[src/rtl/sync_filter_edge.sv]
// Multi-channel input conditioner: flop-chain synchroniser, per-channel
// stability filter and registered one-cycle rise/fall pulse generation.
module sync_filter_edge #(
    parameter int unsigned      WIDTH    = 4,
    parameter int unsigned      STAGES   = 2,
    parameter int unsigned      FILT_CNT = 3,
    parameter logic [WIDTH-1:0] RST_VAL  = {WIDTH{1'b0}}
) (
    input  logic             clk,
    input  logic             n_rst,
    input  logic [WIDTH-1:0] async_in,
    output logic [WIDTH-1:0] sync_out,
    output logic [WIDTH-1:0] filt_out,
    output logic [WIDTH-1:0] rise_pulse,
    output logic [WIDTH-1:0] fall_pulse,
    output logic             change
);
    localparam logic [4:0] FILT_LIM = 5'(FILT_CNT);

    logic [WIDTH-1:0] stage_r   [STAGES];
    logic [3:0]       cnt_r     [WIDTH];
    logic [3:0]       cnt_nxt_s [WIDTH];
    logic [4:0]       inc_s     [WIDTH];
    logic [WIDTH-1:0] filt_r;
    logic [WIDTH-1:0] rise_r;
    logic [WIDTH-1:0] fall_r;
    logic [WIDTH-1:0] commit_s;
    logic [WIDTH-1:0] sync_s;

    assign sync_s = stage_r[STAGES-1];

    // Per-channel run counter; a run of FILT_CNT differing samples commits.
    always_comb begin
        for (int i = 0; i < WIDTH; i++) begin
            inc_s[i]     = {1'b0, cnt_r[i]} + 5'd1;
            commit_s[i]  = 1'b0;
            cnt_nxt_s[i] = 4'd0;
            if (sync_s[i] == filt_r[i]) begin
                cnt_nxt_s[i] = 4'd0;
            end else if (inc_s[i] >= FILT_LIM) begin
                commit_s[i]  = 1'b1;
                cnt_nxt_s[i] = 4'd0;
            end else begin
                cnt_nxt_s[i] = inc_s[i][3:0];
            end
        end
    end

    // Synchroniser chain, committed level, run counters and pulse registers.
    always_ff @(posedge clk) begin
        if (!n_rst) begin
            for (int k = 0; k < STAGES; k++) begin
                stage_r[k] <= RST_VAL;
            end
            for (int i = 0; i < WIDTH; i++) begin
                cnt_r[i] <= 4'd0;
            end
            filt_r <= RST_VAL;
            rise_r <= {WIDTH{1'b0}};
            fall_r <= {WIDTH{1'b0}};
        end else begin
            stage_r[0] <= async_in;
            for (int k = 1; k < STAGES; k++) begin
                stage_r[k] <= stage_r[k-1];
            end
            for (int i = 0; i < WIDTH; i++) begin
                cnt_r[i] <= cnt_nxt_s[i];
            end
            // A commit only happens where sync differs, so toggling adopts sync.
            filt_r <= filt_r ^ commit_s;
            rise_r <= commit_s & sync_s;
            fall_r <= commit_s & ~sync_s;
        end
    end

    assign sync_out   = sync_s;
    assign filt_out   = filt_r;
    assign rise_pulse = rise_r;
    assign fall_pulse = fall_r;
    assign change     = |(rise_r | fall_r);

endmodule

[config.mk]
export PLATFORM = sky130hd
export DESIGN_NAME = sync_filter_edge
export DESIGN_NICKNAME = d
export VERILOG_FILES = /design/src/rtl/sync_filter_edge.sv
export SDC_FILE = /design/constraint.sdc
export NUM_CORES = 1
export LEC_CHECK = 0
export ABC_CLOCK_PERIOD_IN_PS = 2110
export BUFFER_PORTS_ARGS = -buffer_cell sky130_fd_sc_hd__buf_2
export CAP_MARGIN = 25
export CORE_UTILIZATION = 50
export CTS_CLUSTER_DIAMETER = 100
export DETAILED_ROUTE_END_ITERATION = 12
export PLACE_DENSITY = 0.72
export SLEW_MARGIN = 5
export SYNTH_ARGS = -nofsm -noshare
export SYNTH_HDL_FRONTEND = slang
export SYNTH_SLANG_ARGS = --single-unit
[constraint.sdc]
create_clock -name clk -period 2.11 [get_ports clk]
set_clock_uncertainty 0.15 [all_clocks]
set_input_delay 0.1055 -clock clk [delete_from_list [all_inputs] [get_ports clk]]
set_output_delay 0.1055 -clock clk [all_outputs]
set_load 0.005 [all_outputs]
==> results.md <==
* Status: finished, final reports clean
* Final Cycle Share at 77.7%
* Reg power frac at 62.1%
* Largest net degree at the start of global routing at 29
* Core ar. at 2520 sq um
* Area grow syn2layout at 16.8%
* Logic pwr share at 5.8%
* Reg clk slew, reported paths at 0.10 ns
* Die W at 54.2 um
* ANT cells at 0
* Mapped cell area at 1360 sq um
* PostCTS Resize Cnt at 0
* Post-route ant nets at 0
* Data arrival time of the critical path at 1.72 ns
* Critical Path RT at 2.19 ns
* Pwr Total at 1150 uW
* GR Overflow Total at 0
* Finished layout cell area at 1590 sq um
* H-tree Lvls at 2
* Pleak at 0.000750 uW
* Worst-path fanout max at 5
* Register area at 721 sq um
* TritonCTS Buffers at 5
* Routed wire length at 2.17 mm
* Combined area of the multi-input logic cells at 599 sq um
* CP Launch Type: flip-flop
* Die Y-Extent at 54.2 um
* Clk_lat worst skew at 0.32 ns
* Post-CTS setup buffer count at 0
* Layout cells sized above 1 at 20.5%
* Initial core utilization at 53.9%
* P_sw at 251 uW
* Switching Share at 21.8%
* VDD IR max at 0.572 mV
* CTS Buffer Depth at 2
* Placer Congestion at 0.731
* Avg Inst Size Synth at 10.3 sq um
* Clock Power Share at 32.1%
* Max Fclk at 610 MHz
* I/O Buffers at 22
* DR DRC count at 0
* Synthesized instance count at 132
* Cts hold-fix bufs at 4
* Distinct cells, synth at 31
* Fin nets at 179
* All-layer global routing usage at 18.1%
* Row count at 18
* Post-DR wirelength/cell at 11.1 um
* Post-DP HPWL at 1.62 mm
* Final hold violation count at 0
* WS Path Type: flip-flop to flip-flop
* Post-DP Area at 1490 sq um
* Internal power at 901 uW
* Via density at 4.97
* Vias in the first global route at 905
* Root Driver: clkbuf_4
* Via Count at 975
* Die Area at 2930 sq um
* Most common cell after layout, fill and taps aside: dfxtp_1
* Pwr/cell area at 725 nW/um^2
* Setup violators final at 0
* I/O pin cnt at 23
* Drt first pass iters at 4
* Pins Over Slew Limit at 0
* Synth Register Bits at 36
* Antenna violations before repair at 0
* Most frequent cells in the layout: dfxtp_1, buf_2, nand2_1, nor2_1
* Starting DRT DRC Count at 9
* Critical Path End Type: flip-flop
* Sequential area share after synthesis at 53.0%
* Sink Count at 36
* Worst hold path class: input port to flip-flop
* Setup TNS Final at 0 ns
* First-pass GRT wire length at 3.62 mm
* Final Util at 63.0%
* Fill cell count at 231
* Synth warn at 0
* Post-layout min period at 1.64 ns
* RSZ-0062 raised after global routing: false
* CTS tree: built
* Max Cap Viol at 0
==> layer usage <==
| metal | vias to the layer above | global-route usage, % | wire length [um] |
|---|---|---|---|
| met5 | - | 0 | 0 |
| met4 | 0 | 8.97 | 46 |
| met3 | 6 | 9.89 | 135 |
| met2 | 30 | 30.1 | 968 |
| met1 | 441 | 18.2 | 1020 |
| li1 | 498 | - | - |
==> critical path, stage by stage (launching register included) <==
cell     delay [ns]
dfxtp_1        0.40
inv_1          0.06
ha_1           0.30
nor2_1         0.05
nor3_1         0.19
o21ai_1        0.16
and4b_1        0.24
==> metrics by stage <==
stage                     cells  worst slack, ns  hold WS, ns
final                       196            0.471       0.0716
after global routing        196            0.352       0.0736
after CTS                   196            0.446       0.0610
after detailed placement    184            0.455        0.166
after global placement      184            0.576        0.163
after floorplan             139            0.620       0.0828
==> synth_stat cells, drive strengths merged <==
cell,n,area (sq um)
o221ai,2,23.8
a2111o,1,11.3
conb,1,3.75
and2,8,50.1
nand3,1,5.00
o21bai,1,7.51
mux2i,4,40.0
nor4,2,12.5
o21ai,3,18.8
dfxtp,36,721
xnor2,1,8.76
nor3,5,25.0
a21oi,3,15.0
inv,6,22.5
xor2,3,26.3
and3,3,23.8
ha,8,100
nor2b,2,12.5
o221a,1,11.3
and4bb,2,25.0
and4b,4,40.0
buf,6,40.0
clkbuf,1,3.75
nor2,11,41.3
nand2,15,56.3
nor3b,2,15.0
==> kinds of logic after synthesis <==
family          Yosys count  share of synthesized area, %
compound gates           11                          6.44
xor+xnor                  4                          2.58
fa+ha+maj                 8                          7.36
buf+inv                  13                          4.88
flops                    36                          53.0
mux                       4                          2.94
other cells               1                         0.276
simple gates             55                          22.5
==> final cells by class <==
class / instances / share of cell area [%]
Clock buffer: 8 / 3.70
Multi-Input combinational cell: 90 / 37.7
Inverter: 6 / 1.42
Tap cell: 30 / 2.36
Sequential cell: 36 / 45.4
Timing Repair Buffer: 26 / 9.45
==> power groups by stage <==
stage / Clock [uW] / Sequential [uW] / Combinational [uW]
2_1_floorplan: 0 / 728 / 46.2
3_3_place_gp: 0 / 729 / 58.4
3_5_place_dp: 0 / 731 / 61.8
4_1_cts: 382 / 715 / 67.7
5_1_grt: 421 / 718 / 76.3
6_report: 370 / 715 / 66.9
==> worst paths after layout <==
path,from,to,slack [ns],depth (start not counted)
max,cnt_r[3][0],fall_pulse[3],0.47,6
min,n_rst,flip-flop,0.07,3
max reg2reg,cnt_r[3][0],fall_pulse[3],0.47,6
min reg2reg,stage_r[0][0],stage_r[0][4],0.29,1
Note: power is estimated with default switching activity, not from simulation.
